`config.mk`:
```
export PLATFORM = sky130hd
export DESIGN_NAME = bet_entry
export DESIGN_NICKNAME = d
export VERILOG_FILES = /design/src/rtl/roulette_pkg.sv /design/src/rtl/bet_timeout_timer.sv /design/src/rtl/bet_entry.sv
export SDC_FILE = /design/constraint.sdc
export NUM_CORES = 1
export LEC_CHECK = 0
export CAP_MARGIN = 20
export CORE_ASPECT_RATIO = 2
export CORE_MARGIN = 5
export CORE_UTILIZATION = 40
export DETAILED_ROUTE_END_ITERATION = 8
export GPL_TIMING_DRIVEN = 0
export PLACE_DENSITY = 0.63
export SLEW_MARGIN = 20
export SYNTH_ARGS = -nofsm -noshare
export SYNTH_HDL_FRONTEND = slang
export SYNTH_SLANG_ARGS = --single-unit
```
`constraint.sdc`:
```
create_clock -name clk -period 6.5 [get_ports clk]
set_input_delay 1.625 -clock clk [delete_from_list [all_inputs] [get_ports clk]]
set_output_delay 1.625 -clock clk [all_outputs]
set_load 0.01 [all_outputs]
```
`src/rtl/roulette_pkg.sv`:
```
// Shared roulette definitions: bet-entry state encoding, stake defaults and
// the payout multiplier table used by both bet entry and the money manager.
package roulette_pkg;

  typedef enum logic [1:0] {
    BET_IDLE   = 2'd0,
    BET_AMOUNT = 2'd1,
    BET_PICK   = 2'd2,
    BET_READY  = 2'd3
  } bet_state_e;

  localparam int          DEF_NUM_SLOTS   = 8;
  localparam int          DEF_MAX_PICKS   = 4;
  localparam logic [15:0] DEF_MIN_BET     = 16'd10;
  localparam logic [15:0] DEF_STEP        = 16'd10;
  localparam logic [31:0] DEF_TIMEOUT_CYC = 32'd500_000_000;

  // Payout multiplier is NUM_SLOTS / pick count, truncated; zero picks pays nothing.
  function automatic logic [3:0] payout_mult(input logic [2:0] pickCount);
    logic [3:0] mult;
    case (pickCount)
      3'd1:    mult = 4'd8;
      3'd2:    mult = 4'd4;
      3'd3:    mult = 4'd2;
      3'd4:    mult = 4'd2;
      default: mult = 4'd0;
    endcase
    return mult;
  endfunction

endpackage

```
`src/rtl/bet_timeout_timer.sv`:
```
// Inactivity timer for bet entry. Only built when BET_ENTRY_TIMEOUT_EN is
// defined; counts enabled cycles, restarts on clear, and flags expiry on the
// cycle the count reaches LIMIT-1.
`ifdef BET_ENTRY_TIMEOUT_EN
module bet_timeout_timer #(
  parameter logic [31:0] LIMIT = 32'd500_000_000
) (
  input  logic clk,
  input  logic rst,
  input  logic countEn_i,
  input  logic clear_i,
  output logic expire_o
);

  logic [31:0] count_q;
  logic [31:0] count_d;

  // Expiry is flagged while the last counted cycle is in progress.
  always_comb begin
    expire_o = countEn_i && !clear_i && (count_q == LIMIT - 32'd1);
  end

  // Count restarts whenever the timer is idle, cleared or has just expired.
  always_comb begin
    count_d = count_q + 32'd1;
    if (!countEn_i || clear_i || expire_o) begin
      count_d = 32'd0;
    end
  end

  // Counter register.
  always_ff @(posedge clk or negedge rst) begin
    if (!rst) begin
      count_q <= 32'd0;
    end else begin
      count_q <= count_d;
    end
  end

endmodule
`endif

```
`src/rtl/bet_entry.sv`:
```
// Player bet-entry stage: collects a stake and up to MAX_PICKS wheel numbers,
// then offers the bet to the game FSM with a ready/ack handshake.
// Optional inactivity abort is enabled by defining BET_ENTRY_TIMEOUT_EN.
module bet_entry
  import roulette_pkg::*;
#(
  parameter int          NUM_SLOTS   = DEF_NUM_SLOTS,
  parameter int          MAX_PICKS   = DEF_MAX_PICKS,
  parameter logic [15:0] MIN_BET     = DEF_MIN_BET,
  parameter logic [15:0] STEP        = DEF_STEP,
  parameter logic [31:0] TIMEOUT_CYC = DEF_TIMEOUT_CYC
) (
  input  logic                         clk,
  input  logic                         rst,
  input  logic                         start_req,
  input  logic                         btn_up,
  input  logic                         btn_down,
  input  logic                         btn_pick,
  input  logic                         btn_confirm,
  input  logic                         btn_clear,
  input  logic [$clog2(NUM_SLOTS)-1:0] sw_number,
  input  logic [15:0]                  current_money,
  input  logic                         bet_ack,
  output logic [15:0]                  bet_amount,
  output logic [2:0]                   bet_count,
  output logic [NUM_SLOTS-1:0]         bet_mask,
  output logic                         bet_ready,
  output logic                         busy,
  output logic                         err_pulse,
  output logic                         abort_pulse
);

  localparam logic [2:0] MaxCount = 3'(MAX_PICKS);

  bet_state_e state_q, state_d;

  logic [15:0]          amount_q, amount_d;
  logic [2:0]           count_q, count_d;
  logic [NUM_SLOTS-1:0] mask_q, mask_d;
  logic                 ready_q, ready_d;
  logic                 busy_q, busy_d;
  logic                 err_q, err_d;
  logic                 abort_q, abort_d;

  logic        actClear, actConfirm, actPick, actUp, actDown;
  logic        anyButton;
  logic        pickBitSet;
  logic [15:0] downFloor;
  logic [16:0] upSum;
  logic [16:0] downLimit;
  logic        timeoutExpire;

  // Priority decode: clear > confirm > pick > up > down, only one acts.
  always_comb begin
    actClear   = btn_clear;
    actConfirm = btn_confirm & ~btn_clear;
    actPick    = btn_pick & ~btn_confirm & ~btn_clear;
    actUp      = btn_up & ~btn_pick & ~btn_confirm & ~btn_clear;
    actDown    = btn_down & ~btn_up & ~btn_pick & ~btn_confirm & ~btn_clear;
    anyButton  = btn_clear | btn_confirm | btn_pick | btn_up | btn_down;
    pickBitSet = mask_q[sw_number];
    downFloor  = (current_money < MIN_BET) ? current_money : MIN_BET;
    upSum      = {1'b0, amount_q} + {1'b0, STEP};
    downLimit  = {1'b0, downFloor} + {1'b0, STEP};
  end

`ifdef BET_ENTRY_TIMEOUT_EN
  logic timerEn;

  // The timer only runs while the player is actively entering a bet.
  always_comb begin
    timerEn = (state_q == BET_AMOUNT) || (state_q == BET_PICK);
  end

  bet_timeout_timer #(
    .LIMIT(TIMEOUT_CYC)
  ) u_timeout (
    .clk      (clk),
    .rst      (rst),
    .countEn_i(timerEn),
    .clear_i  (anyButton),
    .expire_o (timeoutExpire)
  );
`else
  logic unused_timeout_cfg;

  // Without the timeout feature entry waits forever and never aborts.
  always_comb begin
    timeoutExpire      = 1'b0;
    unused_timeout_cfg = ^TIMEOUT_CYC ^ anyButton;
  end
`endif

  // State register.
  always_ff @(posedge clk or negedge rst) begin
    if (!rst) begin
      state_q <= BET_IDLE;
    end else begin
      state_q <= state_d;
    end
  end

  // Next-state logic; a timeout overrides every other transition.
  always_comb begin
    state_d = state_q;
    case (state_q)
      BET_IDLE: begin
        if (start_req) state_d = BET_AMOUNT;
      end
      BET_AMOUNT: begin
        if (actConfirm && (amount_q != 16'd0)) state_d = BET_PICK;
      end
      BET_PICK: begin
        if (actClear) begin
          state_d = BET_AMOUNT;
        end else if (actConfirm && (count_q != 3'd0)) begin
          state_d = BET_READY;
        end
      end
      BET_READY: begin
        if (bet_ack) state_d = BET_IDLE;
      end
      default: state_d = BET_IDLE;
    endcase
    if (timeoutExpire) state_d = BET_IDLE;
  end

  // Output/datapath logic: next values for every registered output.
  always_comb begin
    amount_d = amount_q;
    count_d  = count_q;
    mask_d   = mask_q;
    err_d    = 1'b0;
    abort_d  = 1'b0;
    case (state_q)
      BET_IDLE: begin
        if (start_req) begin
          amount_d = downFloor;
          count_d  = 3'd0;
          mask_d   = '0;
        end
      end
      BET_AMOUNT: begin
        if (actConfirm) begin
          if (amount_q == 16'd0) err_d = 1'b1;
        end else if (actUp) begin
          amount_d = (upSum > {1'b0, current_money}) ? current_money : upSum[15:0];
        end else if (actDown) begin
          if ({1'b0, amount_q} >= downLimit) begin
            amount_d = amount_q - STEP;
          end else if (amount_q > downFloor) begin
            amount_d = downFloor;
          end
        end
        if (amount_d > current_money) amount_d = current_money;
      end
      BET_PICK: begin
        if (actClear) begin
          mask_d  = '0;
          count_d = 3'd0;
        end else if (actConfirm) begin
          if (count_q == 3'd0) err_d = 1'b1;
        end else if (actPick) begin
          if (pickBitSet) begin
            mask_d[sw_number] = 1'b0;
            count_d           = count_q - 3'd1;
          end else if (count_q == MaxCount) begin
            err_d = 1'b1;
          end else begin
            mask_d[sw_number] = 1'b1;
            count_d           = count_q + 3'd1;
          end
        end
        if (amount_d > current_money) amount_d = current_money;
      end
      default: begin
      end
    endcase
    if (timeoutExpire) begin
      amount_d = 16'd0;
      count_d  = 3'd0;
      mask_d   = '0;
      err_d    = 1'b0;
      abort_d  = 1'b1;
    end
    ready_d = (state_d == BET_READY);
    busy_d  = (state_d != BET_IDLE);
  end

  // Output registers; reset discards any partially entered bet.
  always_ff @(posedge clk or negedge rst) begin
    if (!rst) begin
      amount_q <= 16'd0;
      count_q  <= 3'd0;
      mask_q   <= '0;
      ready_q  <= 1'b0;
      busy_q   <= 1'b0;
      err_q    <= 1'b0;
      abort_q  <= 1'b0;
    end else begin
      amount_q <= amount_d;
      count_q  <= count_d;
      mask_q   <= mask_d;
      ready_q  <= ready_d;
      busy_q   <= busy_d;
      err_q    <= err_d;
      abort_q  <= abort_d;
    end
  end

  assign bet_amount  = amount_q;
  assign bet_count   = count_q;
  assign bet_mask    = mask_q;
  assign bet_ready   = ready_q;
  assign busy        = busy_q;
  assign err_pulse   = err_q;
  assign abort_pulse = abort_q;

endmodule

```
==> reports/summary.txt, run 1 <==
internal power: 1.13 mW
Die Ht: 169 um
DR pass1 iterations: 5
drt wl/cell: 22.4 um
hold buffer count at cts: 0
pre-CTS setup slack: -2360 ps
sw power: 1.21 mW
Avg Inst Size Synth: 8.06 sq um
combinational share of power: 0.709
max incr delay on CP: 660 ps
Via density: 6.34
# setup viols final: 0
vias in the first global route: 5870
CTS Root Cell: clkbuf_16
CTS tree: yes
worst setup path class: in -> reg
global-route wire length before repair: 30500 um
Syn Std Cell Area: 5060 sq um
hold crit path type: reg -> reg
GRT Overall Usage: 0.262
fin crit share: 0.982
yosys warns: 0
worst-path fanout max: 10
H-tree Lvls: 2
initial antenna violation count: 0
# DRC: 0
dominant synthesized flop cell: dfrtp_1
required time of the worst setup path: 6660 ps
Slew Limit Fails: 0
Fin Clk Skew: 6.57 ps
Num CTS Buffers: 5
switching share of power: 0.518
Nets: 847
CTS sink cnt: 32
ys async rst share: 1.00
Cells after Synth: 627
Buffers on Ports: 56
crit path time final: 6380 ps
sequential element share of the synthesized area: 0.158
Final Non-Filler Cells: 882
final hold vios: 0
crit path setup slack, layout: 120 ps
Area Overhead vs Synth: 29.1%
crit path capture type: register
Slew @ Worst Pin: 1090 ps
status: complete, no violations
Post-DRT Antenna Nets: 0
pwr/cell area: 358 nW/um^2
xor and xnor area share after synthesis: 0.0260
die area: 15100 sq um
DR iter-0 viols: 380
area occupied by multi-input gates: 4380 sq um
Critical-path top delay cell: clkdlybuf4s50_1
Hold WS: 534 ps
FF+latch area: 801 sq um
most frequent cells in the layout: 83 x ha_1, 42 x nand2_1, 42 x clkdlybuf4s50_1
initial core utilization: 0.405
Slew headroom: 0.276
total number of vias: 5592
drt total wl: 19800 um
FF+latch count, synth: 32
simple-gate share of the synthesized area: 0.211
largest net degree at the start of global routing: 27
placed cell count: 856
num rows: 58
core area: 12500 sq um
arrival time worst endpoint: 6540 ps
Max-Cap Viols: 0
filler cell count: 1237
Clock power frac: 0.120
CP startpoint kind: input port
Sequential Power Share: 0.171
worst vdd ir: 0.177 mV
post-synth cell types: 79
multiplexer share of the synthesized area: 0.0453
routability congestion estimate: 0.974
largest family of logic cells by synthesized area: compound AO/OA/AOI/OAI gates
worst reg2reg setup slack: 580 ps
dpl hpwl: 15600 um
Die Wd: 89.5 um
commonest non-fill, non-tap cell in the layout: ha_1
clk slew on worst S/H paths: 60 ps
Synth Area in Compound Gates: 0.283
layout cells sized above 1: 0.180
Congestion Overflow GR: 0
Clock Latency Late Sink: 290 ps
clock tree buffer depth: 2
Synth Area in Adders: 0.219
I/O pin total: 59
LEAKAGE: 3.04 nW
diode count: 0
Achievable Freq: 157 MHz
critical path cell sequence: clkdlybuf4s50_1 -> inv_1 -> ha_1 -> and4_1 -> nor2b_1 -> o311ai_1 -> a21oi_2 -> nor2_4 -> buf_6 -> nand2_1 -> a311oi_2 -> ha_1 -> buf_4 -> nand4_1 -> o21ai_1 -> a21oi_2 -> o21ai_2 -> a31o_4 -> buf_4 -> a31oi_4 -> nor2_1 -> a221o_1
Post-synth EDFFs: 0
-- registers in the layout (all words and copies together), names as in the netlist --
name and flops:
state_q 2, bet_count 3, bet_ready 1, err_pulse 1, bet_mask 8, busy 1, bet_amount 16
-- logic make-up (layout without fill, tap and decap cells) --
family          after synthesis  count (layout)
compound gates              203             203
xor+xnor                     15              15
fa+ha+maj                    88              88
buf+inv                      66             149
flops                        32              32
mux                          20              20
other cells                   2              24
simple gates                201             201
-- path summary, 6_finish.rpt --
| path | start | endpoint | depth (start not counted) |
|---|---|---|---|
| min | bet_mask[2] | bet_mask[2] | 1 |
| max reg2reg | bet_amount[5] | bet_amount[1] | 24 |
| min reg2reg | bet_mask[2] | bet_mask[2] | 1 |
| max in group asynchronous | rst | bet_amount[13] | 2 |
| max | current_money[1] | bet_amount[1] | 22 |
| min in group asynchronous | rst | bet_mask[7] | 1 |
-- metrics by stage --
step	utilization	power, mW	TNS, ps	area [sq um]
2_1_floorplan	-	1.34	0	5140
3_3_place_gp	0.472	1.82	-33040	5890
3_5_place_dp	0.473	1.86	-33650	5900
4_1_cts	0.507	2.22	0	6320
5_1_grt	0.523	2.51	-50.5	6530
6_report	0.523	2.34	0	6530
-- Yosys cell counts, types with 4 or more instances --
cell type / n / area share
ha_1: 87 / 0.22
a21oi_1: 47 / 0.047
nor2_1: 45 / 0.033
nand2_1: 43 / 0.032
o21ai_0: 39 / 0.039
inv_1: 36 / 0.027
dfrtp_1: 32 / 0.16
a21o_1: 19 / 0.028
nand3_1: 18 / 0.018
mux2i_1: 15 / 0.030
nand4_1: 15 / 0.019
buf_2: 14 / 0.014
clkbuf_1: 13 / 0.0097
nor3_1: 13 / 0.013
xnor2_1: 12 / 0.021
nand2b_1: 11 / 0.014
nor4_1: 11 / 0.014
nor2b_1: 10 / 0.012
a211oi_1: 9 / 0.013
a22o_1: 8 / 0.014
o21a_1: 7 / 0.010
o31ai_1: 7 / 0.010
a22oi_1: 6 / 0.0089
a31oi_1: 5 / 0.0062
and3_1: 5 / 0.0062
or3_1: 5 / 0.0062
a221oi_1: 4 / 0.0069
and2_1: 4 / 0.0049
and4_1: 4 / 0.0069
o211ai_1: 4 / 0.0059
o22ai_1: 4 / 0.0049
-- per-layer routing --
| layer | part of all wire | routed length (um) | up-vias | global-route usage |
|---|---|---|---|---|
| met5 | 0 | 0 | - | 0 |
| met4 | 0.092 | 1820 | 0 | 0.182 |
| met3 | 0.050 | 985 | 106 | 0.0380 |
| met2 | 0.53 | 10400 | 255 | 0.477 |
| met1 | 0.33 | 6570 | 2671 | 0.259 |
| li1 | - | - | 2560 | - |
-- worst max-delay path, delay by kind of cell --
family | cells | cell delay, ps
buf+inv | 5 | 1370
compound gates | 9 | 1990
fa+ha+maj | 2 | 690
simple gates | 6 | 860
-- final cells by class --
cell class                 instances  area share
timing repair buffer              75       0.103
multi-input combinational        551       0.671
tap                              150      0.0287
sequential                        32       0.123
clock inverter                     3     0.00709
clock buffer                       5      0.0192
inverter                          36      0.0207
buffer                            30      0.0278
-- power by group through the flow --
stage               registers [mW]  clock network (mW)  logic, mW
finish                       0.401               0.280       1.66
global route                 0.406               0.291       1.81
CTS                          0.395               0.284       1.54
detailed placement           0.397                   0       1.46
global placement             0.394                   0       1.42
floorplan                    0.351                   0      0.985
-- repair_timing --
item	in CTS	in global routing
gates resized for setup	71	51
endpoints found under the setup margin	16	16
buffers inserted	10	5
cloned	1	2
pin swaps	17	28
Power figures use the tool's default switching activity.
==> inputs of run 2 (changes only) <==
--- a/config.mk
+++ b/config.mk
@@ -5,7 +5,6 @@
 export SDC_FILE = /design/constraint.sdc
 export NUM_CORES = 1
 export LEC_CHECK = 0
-export CAP_MARGIN = 20
 export CORE_ASPECT_RATIO = 2
 export CORE_MARGIN = 5
 export CORE_UTILIZATION = 40
==> constraint.sdc (replaced) <==
create_clock -name clk -period 6.5 [get_ports clk]
set_input_delay 1.95 -clock clk [delete_from_list [all_inputs] [get_ports clk]]
set_output_delay 1.95 -clock clk [all_outputs]
set_load 0.01 [all_outputs]
==> reports/summary.txt, run 2 (synthesized netlist as in run 1, its figures left out) <==
Slew headroom: 0.236 (-0.0397)
drt total wl: 20100 um (+1.8%)
pre-CTS setup slack: -2180 ps (+178 ps)
routability congestion estimate: 0.980 (+0.63%)
Nets: 853 (+0.71%)
most frequent cells in the layout: 83 x ha_1, 42 x nand2_1, 40 x nor2_1, 40 x clkdlybuf4s50_1, 35 x o21ai_0
total number of vias: 5584 (-0.14%)
final hold vios: 0 (unchanged)
crit path time final: 6540 ps (+161 ps)
unrepaired setup endpoints after global routing: true
RR Startpoint: bet_amount[5]
utilization after layout: 0.536 (+0.0129)
commonest non-fill, non-tap cell in the layout: ha_1
vias in the first global route: 5710 (-2.7%)
hold buffer count at cts: 0 (unchanged)
Fin Clk Skew: 3.04 ps (-3.53 ps)
FF-to-FF End: bet_amount[10]
Die Wd: 89.5 um (unchanged)
clock tree buffer depth: 2 (unchanged)
DR pass1 iterations: 5 (unchanged)
Largest register FFs: 16 (unchanged)
H-tree Lvls: 2 (unchanged)
Congestion Overflow GR: 0 (unchanged)
CP startpoint kind: input port
Worst Setup SP: current_money[9]
failing checks: negative setup slack
layout cells sized above 1: 0.206 (+0.0259)
crit path setup slack, layout: -41.3 ps (-161 ps)
status: finished, violations left
CTS sink cnt: 32 (unchanged)
DR iter-0 viols: 324 (-15%)
crit path capture type: register
Die Ht: 169 um (unchanged)
fin crit share: 1.01 (+0.0248)
hold depth: 1 (unchanged)
largest net degree at the start of global routing: 26 (-3.7%)
num rows: 58 (unchanged)
die area: 15100 sq um (unchanged)
Slew Limit Fails: 0 (unchanged)
worst-path fanout max: 6 (-4)
dpl hpwl: 15700 um (+0.80%)
hold path start: bet_mask[0]
diode count: 0 (unchanged)
clk slew on worst S/H paths: 50 ps (about the same)
CTS tree: yes
Clock Latency Late Sink: 280 ps (about the same)
LEAKAGE: 3.12 nW (+2.5%)
global-route wire length before repair: 30700 um (+0.68%)
# DRC: 0 (unchanged)
Hold EP: bet_mask[0]
Area Overhead vs Synth: 32.3%
worst setup path class: in -> reg
core area: 12500 sq um (unchanged)
initial antenna violation count: 0 (unchanged)
R2R depth: 23 (-4.2%)
Post-DRT Antenna Nets: 0 (unchanged)
initial core utilization: 0.405 (unchanged)
pwr/cell area: 354 nW/um^2 (-1.2%)
# setup viols final: 6 (+6)
arrival time worst endpoint: 6710 ps (+170 ps)
I/O pin total: 59 (unchanged)
Num CTS Buffers: 5 (unchanged)
Achievable Freq: 153 MHz (-2.5%)
drt wl/cell: 22.7 um (+1.2%)
Max-Cap Viols: 0 (unchanged)
Via density: 6.30 (-0.71%)
GRT Overall Usage: 0.268 (+0.00539)
required time of the worst setup path: 6670 ps (about the same)
hold crit path type: reg -> reg
worst vdd ir: 0.174 mV (-1.7%)
worst reg2reg setup slack: 680 ps (+100 ps)
Slew @ Worst Pin: 1150 ps (+59.6 ps)
CTS Root Cell: clkbuf_16
Buffers on Ports: 56 (unchanged)
-- run 2: final cells by class --
class	count	area [sq um]
fillers	1192	5790
multi-input cells	552	4470
flip-flops and latches	32	801
repair buffers	81	772
well taps	150	188
plain buffers	29	173
clock buffers	7	153
inverters	36	135
-- run 2: layer usage --
metal | track usage | part of all wire
met1 | 0.259 | 0.34
met2 | 0.481 | 0.52
met3 | 0.0419 | 0.045
met4 | 0.205 | 0.094
met5 | 0 | 0
-- run 2: worst max-delay path, cell delays in order --
cell      delay (ps)
buf_8            100
nor4_4           290
nand3_2          200
a211oi_4         330
inv_2             90
ha_4             270
inv_2             40
ha_4             210
a21oi_2          110
o21ai_1           80
a31oi_1          150
buf_4            170
o21ai_4           70
buf_6            160
o31ai_4          330
buf_6            170
a21oi_2           40
a211oi_2         240
ha_1             310
a21oi_2          190
o21ai_2           80
a21oi_2          180
o21ai_4          100
a31o_4           280
nor2b_4          170
a22o_1           230
a21o_1           170
-- run 2: what timing repair did --
| item | in CTS | in global routing |
|---|---|---|
| setup buffers | 14 | 10 |
| cloned | 0 | 2 |
| pin swaps | 18 | 39 |
| resized for setup | 99 | 61 |
| endpoints found under the setup margin | 16 | 16 |
-- run 2: metrics by stage --
step / std cells / setup TNS [ps] / instance area, sq um / hold slack, ps / power [mW]
2_1_floorplan: 649 / 0 / 5150 / 525 / 1.34
3_3_place_gp: 855 / -30720 / 5900 / 516 / 1.83
3_5_place_dp: 856 / -30800 / 5920 / 518 / 1.86
4_1_cts: 876 / -23.0 / 6360 / 529 / 2.21
5_1_grt: 887 / -2650 / 6690 / 567 / 2.54
6_report: 887 / -142 / 6690 / 538 / 2.37
-- run 2: report_power, final --
group,leakage [nW],internal [mW],switching [mW],total [mW]
clock,0.0760,0.161,0.0888,0.250
sequential,0.429,0.252,0.150,0.401
combinational,2.61,0.721,0.996,1.72
-- run 2: worst max path at each step --
stage | to | slack, ps | cells past startpoint
6_report | bet_amount[10] | -40 | 27
3_3_place_gp | bet_amount[9] | -2170 | 26
5_1_grt | bet_amount[10] | -230 | 27
4_1_cts | bet_amount[13] | -10 | 27
3_5_place_dp | bet_amount[4] | -2180 | 26
2_1_floorplan | bet_amount[10] | 30 | 25
